[config.mk]
export PLATFORM = sky130hd
export DESIGN_NAME = regfile_write_arbiter
export DESIGN_NICKNAME = d
export VERILOG_FILES = /design/src/rtl/regfile_write_arbiter.sv
export SDC_FILE = /design/constraint.sdc
export NUM_CORES = 1
export LEC_CHECK = 0
export CORE_AREA = 2 2 62 87
export CTS_CLUSTER_SIZE = 10
export DETAILED_ROUTE_END_ITERATION = 10
export DIE_AREA = 0 0 64 89
export MAX_ROUTING_LAYER = met4
export PLACE_DENSITY_LB_ADDON = 0.05
export SLEW_MARGIN = 25
export SYNTH_ARGS = -nofsm -noshare
export SYNTH_HDL_FRONTEND = slang
export SYNTH_SLANG_ARGS = --single-unit
export TNS_END_PERCENT = 10
[constraint.sdc]
create_clock -name clk -period 3 [get_ports clk]
set_input_delay 0.3 -clock clk [delete_from_list [all_inputs] [get_ports clk]]
set_output_delay 0.3 -clock clk [all_outputs]
set_load 0.005 [all_outputs]
[src/rtl/regfile_write_arbiter.sv]
// Two-port writeback arbiter for the register bank's single write port.
// Port A has fixed priority; an aging counter bounds how long port B can be starved.
module regfile_write_arbiter #(
    parameter int n       = 32,
    parameter int MAXWAIT = 3
) (
    input  logic         clk,
    input  logic         rst,
    input  logic         a_valid,
    input  logic [4:0]   a_addr,
    input  logic [n-1:0] a_data,
    output logic         a_ready,
    input  logic         b_valid,
    input  logic [4:0]   b_addr,
    input  logic [n-1:0] b_data,
    output logic         b_ready,
    output logic         wr_load,
    output logic [4:0]   wr_addr,
    output logic [n-1:0] wr_data,
    output logic         b_boost
);

    localparam logic [3:0] MAX_CNT = 4'(MAXWAIT);

    logic [3:0] wait_cnt;
    logic       a_fire;
    logic       b_fire;

    // Ready depends only on the other port's valid, never on its own.
    always_comb begin
        b_boost = (wait_cnt == MAX_CNT);
        a_ready = !(b_valid && b_boost);
        b_ready = !a_valid || b_boost;
        a_fire  = a_valid && a_ready;
        b_fire  = b_valid && b_ready;
    end

    always_ff @(posedge clk or negedge rst) begin
        if (!rst) begin
            wait_cnt <= '0;
        end else if (b_valid && !b_ready) begin
            if (wait_cnt != MAX_CNT) begin
                wait_cnt <= wait_cnt + 4'd1;
            end
        end else begin
            wait_cnt <= '0;
        end
    end

    // x0 writes are accepted but never reach the bank.
    always_ff @(posedge clk or negedge rst) begin
        if (!rst) begin
            wr_load <= 1'b0;
            wr_addr <= '0;
            wr_data <= '0;
        end else if (a_fire) begin
            wr_load <= (a_addr != '0);
            wr_addr <= a_addr;
            wr_data <= a_data;
        end else if (b_fire) begin
            wr_load <= (b_addr != '0);
            wr_addr <= b_addr;
            wr_data <= b_data;
        end else begin
            wr_load <= 1'b0;
        end
    end

endmodule

* Word-level counts from Yosys, hierarchy flattened *
Cells that the tools add are included.

cells by class
  $add $sub $neg = 1
  bitwise logic cells = 0
  div/mod/pow operators = 0
  order comparisons = 0
  equal/unequal tests = 3
  muxes and demuxes = 8
  reductions and logical operators = 11
  shift-type cells = 0
  multipliers = 0

operators with widths
  operator                                                count
  two-way mux 32 bit                                      2
  two-way mux 5 bit                                       2
  nonzero test 5 bit                                      2
  two-way mux 4 bit                                       2
  adder 4 x 1 -> 4 bit (second input constant)            1
  == test 4 x 2 -> 1 bit (second input constant)          1
  logical AND 1 bit                                       4
  inequality test 4 x 2 -> 1 bit (second input constant)  1
  zero test 1 bit                                         3
  two-way mux 1 bit                                       2
  inequality test 2 x 1 -> 1 bit (second input constant)  1
  nonzero test 2 bit                                      1
  logical OR 1 bit                                        1

word-level totals
  word-level logic and storage cells = 27
  flip-flop bits (word level) = 42
  memory bits (writable) = 0
  memory bits (read-only) = 0
  memories kept = 0
  bits in latches = 0

* Longest topological paths before layout *
Gate-level depths: netlist of the first run.

  word-level depth = 5
  mapped depth = 6
  gate-level depth less buffers = 4

* Worst setup path before layout of the first run *
No wires, ideal clock.

  kind = reg-to-reg
  start point = register wait_cnt[0]
  end point = register wr_addr[0]
  path buffers = 2
  path slack = 1391 ps
  clock period less this slack = 1609 ps
  setup time = 126 ps
  data arrival time = 1483 ps
  data required time = 2874 ps
  stages on the path, launching flop included = 7
  cells stage by stage = dfrtp_1 ha_1 or3b_4 a21boi_2 buf_6 buf_6 a221o_1

between the ends
  longest elaborated chain between the ends = 5

ends and longest elaborated chain
  what                                                     RTL line  text
  from (decl)                                              25        logic [3:0] wait_cnt;
  from (signal assigned)                                   43        wait_cnt <= wait_cnt + 4'd1;
  == test 4 x 2 -> 1 bit *                                 31        b_boost = (wait_cnt == MAX_CNT);
  logical AND 1 bit                                        32        a_ready = !(b_valid && b_boost);
  zero test 1 bit                                          32
  logical AND 1 bit                                        34        a_fire = a_valid && a_ready;
  two-way mux 5 bit or nonzero test 2 bit (tied branches)  -
  to (signal assigned)                                     58        wr_addr <= a_addr;
  to (signal assigned)                                     62        wr_addr <= b_addr;
  to (decl)                                                18        output logic [4:0] wr_addr,

Mark *: on every way between the ends. The rest lies on a longest branch, timed or not.
A chain may end at the register's enable or synchronous reset.

* Worst setup path after layout of the first run *
  start point = register wait_cnt[0]
  end point = output port b_ready

between the ends
  longest elaborated chain between the ends = 2

ends and longest elaborated chain
  what                    RTL line  text
  == test 4 x 2 -> 1 bit  31
  logical OR 1 bit        33        b_ready = !a_valid || b_boost;
  to (decl)               16        output logic b_ready,

No other way between the ends.

==> results.json, run 1 <==
{
  "synthAdderAreaFrac_pct": 0.671,
  "die_height_um": 89,
  "p_leak_nw": 1.33,
  "clock_latency_ns": 0.30,
  "syn-cell-area_um2": 1870,
  "cts-root-buf": "clkbuf_8",
  "grt_max_degree": 43,
  "pre_cts_ws_ns": 1.09,
  "yosys.area_share.simple_pct": 17.0,
  "drt_iter0_markers": 84,
  "critPathMaxStageDelay_ns": 0.50,
  "clock_sinks": 42,
  "finClkSkew_ns": 0.0112,
  "max_freq_ghz": 0.458,
  "synth_top_area_share_pct": 56.3,
  "r2r_cells": 5,
  "fp-row-count": 30,
  "area_delta_synth_final_pct": 71.4,
  "vias": 1717,
  "ff2ff_setup_slack_ns": 1.15,
  "rr_endpoint": "wr_data[0]",
  "synth_cell_types": 18,
  "remaining_drc_errors": 0,
  "whs_ns": -0.0181,
  "insertedDiodeCount": 0,
  "min_period_over_period_pct": 72.8,
  "worst_path_max_delay_cell": "clkdlybuf4s50_1",
  "io_buffers": 118,
  "path_delay_family": "simple AND/OR/NAND/NOR gates",
  "finalHoldViolations": 25,
  "grt_pass1_vias": 1810,
  "yosysTopAreaCell": "dfrtp_1",
  "cts_buffers": 5,
  "layout_commonest_cell": "clkdlybuf4s50_1",
  "path_clk_slew_ns": 0.09,
  "ctsHoldBuffers": 0,
  "period_minus_slack_ns": 2.18,
  "grt_use_total_pct": 20.0,
  "synth_xor_xnor_area_share_pct": 0.939,
  "start_util_pct": 38.5,
  "placed_cells": 325,
  "instances_no_fill": 333,
  "antenna_found_initial": 0,
  "arrival_ns": 1.88,
  "fin_nets": 347,
  "layout_common_cells": "117 x clkdlybuf4s50_1, 42 x dfrtp_1, 38 x and2_1",
  "via_per_inst": 5.16,
  "violations": "negative hold slack",
  "cap_violations": 0,
  "die-width_um": 64,
  "yosysSeqAreaShare_pct": 56.3,
  "total_power_mw": 1.40,
  "powerDensity_nw_per_um2": 438,
  "dpl.hpwl_um": 3550,
  "post-cts-setup-buffers": 0,
  "worst_pin_slew_ns": 0.528,
  "synth.avg_cell_area_um2": 12.4,
  "synth-compound-area-share_pct": 20.9,
  "yosys_warnings": 0,
  "required_ns": 2.70,
  "synth_seq_cells": 42,
  "grt_pass1_wl_um": 8520,
  "peakVddDrop_mv": 0.276,
  "setup_ws_ns": 0.816,
  "core_um2": 4840,
  "first_pass_iters": 4,
  "grt-ovfl-total": 0,
  "r2r-start": "wait_cnt[0]",
  "critPathMaxFanout": 4,
  "setup-violations-final": 0,
  "synthCells": 151,
  "postRouteAntennaNets": 0,
  "synth.area.mux_share_pct": 0,
  "synthTopCellsByArea": "dfrtp_1 56%, a221o_1 20%, and2_1 13%",
  "num_io_pins": 119,
  "min_path_type": "in2async",
  "grt_setup_unrepaired": "false",
  "finalMaxSlewViolations": 0,
  "cp_num_buf_inv": 1,
  "drt-total-wl_um": 5180,
  "outcome": "finished with violations",
  "clockBufferDepth": 2,
  "critPathCaptureType": "output port",
  "relSlewSlack_pct": 64.8,
  "cts_tree": "built",
  "fin_tns_setup_ns": 0,
  "wl_per_cell_um": 15.6,
  "cp.depth": 4,
  "die-area_um2": 5700,
  "synth_fp_nets": 230,
  "drive_gt1_share_pct": 5.20,
  "synth_top_family_by_area": "compound AO/OA/AOI/OAI gates",
  "crit_path_start_kind": "register",
  "worst-setup-path-type": "reg2out",
  "cp_cell_sequence": "ha_1 -> or3b_4 -> nand2_1 -> clkdlybuf4s50_1",
  "routabilityCongestion": 0.707,
  "post_cts_resized": 0,
  "htree_levels": 2
}
cell type report:
cell class,count,area (um^2)
fill,388,1640
multi-input combinational,96,748
inverter,2,7.51
timing repair buffer,121,1200
tap,64,80.1
clock buffer,6,72.6
clock inverter,2,37.5
sequential,42,1050
per-stage QoR:
stage                     cell area [um^2]  hold slack, ns  utilization [%]
after global routing                  3200          0.0185             66.0
after global placement                3090           0.451             63.7
after floorplan                       1870         0.00441                -
after detailed placement              3090           0.465             63.7
final                                 3200         -0.0181             66.0
after CTS                             3200           0.178             66.0
sequential cells by signal (all words and copies together) (netlist names):
register,cells
wr_addr,5
wr_data,32
wr_load,1
wait_cnt,4
cell families (layout without fill, tap and decap cells):
family	Yosys count	after routing
compound gates	39	39
xor+xnor	2	2
fa+ha+maj	1	1
buf+inv	13	131
flops	42	42
simple gates	54	54
cells in the mapped netlist, drive strengths merged:
cell,count
nand2,3
ha,1
a221o,37
or3b,1
nor3,2
buf,7
nor2,7
a22o,1
nand4bb,1
xnor2,1
xor2,1
nand3,2
inv,2
clkbuf,4
and2,38
dfrtp,42
a21boi,1
worst max path at each step:
stage / slack, ns / to / startpoint
3_5_place_dp: 1.09 / wr_data[0] / b_valid
3_3_place_gp: 1.13 / b_ready / wait_cnt[0]
6_report: 0.82 / b_ready / wait_cnt[0]
4_1_cts: 0.80 / b_ready / wait_cnt[0]
5_1_grt: 0.76 / b_ready / wait_cnt[0]
2_1_floorplan: 1.39 / wr_addr[0] / wait_cnt[0]
routing by layer:
layer  wire (um)  GRT usage, %
met1        2160          23.3
met2        2560          34.0
met3         369          4.66
met4          89          6.72
met5           0             -
power breakdown:
part	internal [mW]	switching, mW	leakage [nW]
clock	0.248	0.191	0.0514
combinational	0.223	0.0998	0.769
sequential	0.616	0.0236	0.514
total	1.09	0.314	1.33
No activity file was read; power rests on OpenSTA's default activity.
==> run 2: changes to the inputs <==
CORE_AREA = 2 2 67 94   (was 2 2 62 87)
DIE_AREA = 0 0 69 96   (was 0 0 64 89)
clock period = 1.89 ns   (was 3 ns; I/O delays follow)
==> run 2 against run 1 <==
Compared with the run above: the run now ends clean; sequential share of layout area shrank 1.2 points; count of clock-buffer cells in the layout is the same; first-iteration DRC count shrank 15%; clock skew shrank 0.0047 ns; critical path depth is the same.
==> results.json, run 2 (synthesis gave the netlist of run 1 again) <==
{
  "total_power_mw": 2.43,
  "start_util_pct": 32.3,
  "clock_latency_ns": 0.29,
  "grt_use_total_pct": 17.2,
  "critPathCapture": "a_ready",
  "fin_nets": 355,
  "grt_setup_unrepaired": "false",
  "powerDensity_nw_per_um2": 730,
  "first_pass_iters": 4,
  "setup_ws_ns": 0.0801,
  "finalMaxSlewViolations": 0,
  "reg_top3": "wr_data (32), wr_addr (5), wait_cnt (4)",
  "cts_buffers": 5,
  "worst_path_max_delay_cell": "clkdlybuf4s50_1",
  "path_clk_slew_ns": 0.08,
  "period_minus_slack_ns": 1.81,
  "io_buffers": 118,
  "core_um2": 5780,
  "critPathCaptureType": "output port",
  "max_freq_ghz": 0.553,
  "path_delay_family": "buffers and inverters",
  "cp_num_buf_inv": 2,
  "cap_violations": 0,
  "fp-row-count": 33,
  "whs_ns": 0.423,
  "worst-setup-path-type": "reg2out",
  "cts_tree": "built",
  "grt_pass1_vias": 1816,
  "pre_cts_ws_ns": 0.150,
  "worst_pin_slew_ns": 0.563,
  "fin_tns_setup_ns": 0,
  "routabilityCongestion": 0.709,
  "crit_path_start_kind": "register",
  "arrival_ns": 1.62,
  "cp.depth": 4,
  "vias": 1699,
  "grt-ovfl-total": 0,
  "startpoint": "wait_cnt[1]",
  "grt_pass1_wl_um": 8820,
  "min_path_type": "in2async",
  "drt_iter0_markers": 71,
  "remaining_drc_errors": 0,
  "setup-violations-final": 0,
  "via_per_inst": 4.90,
  "die_height_um": 96,
  "clockBufferDepth": 2,
  "largest_reg_flops": 32,
  "fillers": 504,
  "top_register": "wr_data",
  "p_leak_nw": 1.40,
  "critPathMaxStageDelay_ns": 0.52,
  "postRouteAntennaNets": 0,
  "relSlewSlack_pct": 62.5,
  "clock_sinks": 42,
  "outcome": "finished, final reports clean",
  "cp_cell_sequence": "ha_2 -> buf_4 -> nand4bb_1 -> clkdlybuf4s50_1",
  "required_ns": 1.70,
  "htree_levels": 2,
  "drt-total-wl_um": 5430,
  "antenna_found_initial": 0,
  "insertedDiodeCount": 0,
  "grt_max_degree": 39,
  "ff2ff_setup_slack_ns": 0.16,
  "drive_gt1_share_pct": 8.30,
  "finClkSkew_ns": 0.00651,
  "cts-root-buf": "clkbuf_8",
  "num_io_pins": 119,
  "layout_commonest_cell": "clkdlybuf4s50_1",
  "wl_per_cell_um": 15.7,
  "area_delta_synth_final_pct": 78.1,
  "dpl.hpwl_um": 3850,
  "r2r_cells": 6,
  "finalHoldViolations": 0,
  "critPathMaxFanout": 2,
  "r2r-start": "wait_cnt[1]",
  "die-area_um2": 6620,
  "rr_endpoint": "wr_data[20]",
  "min_period_over_period_pct": 95.8,
  "peakVddDrop_mv": 0.388,
  "die-width_um": 69,
  "layout_common_cells": "115 x clkdlybuf4s50_1, 42 x dfrtp_1, 38 x and2_1"
}
==> run 2: worst min path at each step <==
stage | from | end | slack, ns | cells after the start
floorplan | rst | wait_cnt[0] | -0.11 | 0
CTS | rst | wr_data[31] | 0.43 | 2
global route | rst | wr_data[26] | 0.49 | 2
global placement | rst | wr_data[31] | 0.23 | 1
finish | rst | wr_data[31] | 0.42 | 2
detailed placement | rst | wr_data[31] | 0.22 | 1
==> run 2: cell type report <==
class	instances	area, um^2	area share (%)
Inverter	2	7.51	0.226
Multi-Input combinational cell	96	751	22.6
Timing Repair Buffer	129	1280	38.6
Clock buffer	6	82.6	2.48
Sequential cell	42	1050	31.6
Clock inverter	2	60.1	1.81
Tap cell	70	87.6	2.64
==> run 2: worst reg2reg max path, cell delays in order, from the launching register on <==
cell      delay (ns)
dfrtp_1         0.36
ha_2            0.18
or3b_4          0.39
buf_4           0.16
a21boi_4        0.16
buf_12          0.22
a221o_1         0.20
==> run 2: repair_timing <==
item	in CTS	in global routing
setup endpoints to repair	2	0
hold buffers	1	0
hold endpoints to repair	25	0
gates resized for setup	3	0
setup buffers	3	0
==> run 2: layer usage <==
layer / GRT usage (%) / wire [um] / up-vias
li1: - / - / 819
met1: 19.7 / 2300 / 806
met2: 30.4 / 2760 / 68
met3: 4.29 / 299 / 6
met4: 4.58 / 70 / 0
met5: - / 0 / -
==> run 2: stage by stage <==
stage / instances / utilization [%] / cell area (um^2)
3_5_place_dp: 335 / 54.5 / 3150
4_1_cts: 347 / 57.5 / 3320
3_3_place_gp: 335 / 54.5 / 3150
6_report: 347 / 57.5 / 3320
5_1_grt: 347 / 57.5 / 3320
2_1_floorplan: 151 / - / 1870
==> run 2: power breakdown <==
| group | leakage (nW) | total [mW] | internal (mW) | switching, mW |
|---|---|---|---|---|
| logic | 0.818 | 0.532 | 0.368 | 0.164 |
| clock network | 0.0714 | 0.881 | 0.564 | 0.318 |
| registers | 0.514 | 1.01 | 0.977 | 0.0366 |
| total | 1.40 | 2.43 | 1.91 | 0.518 |
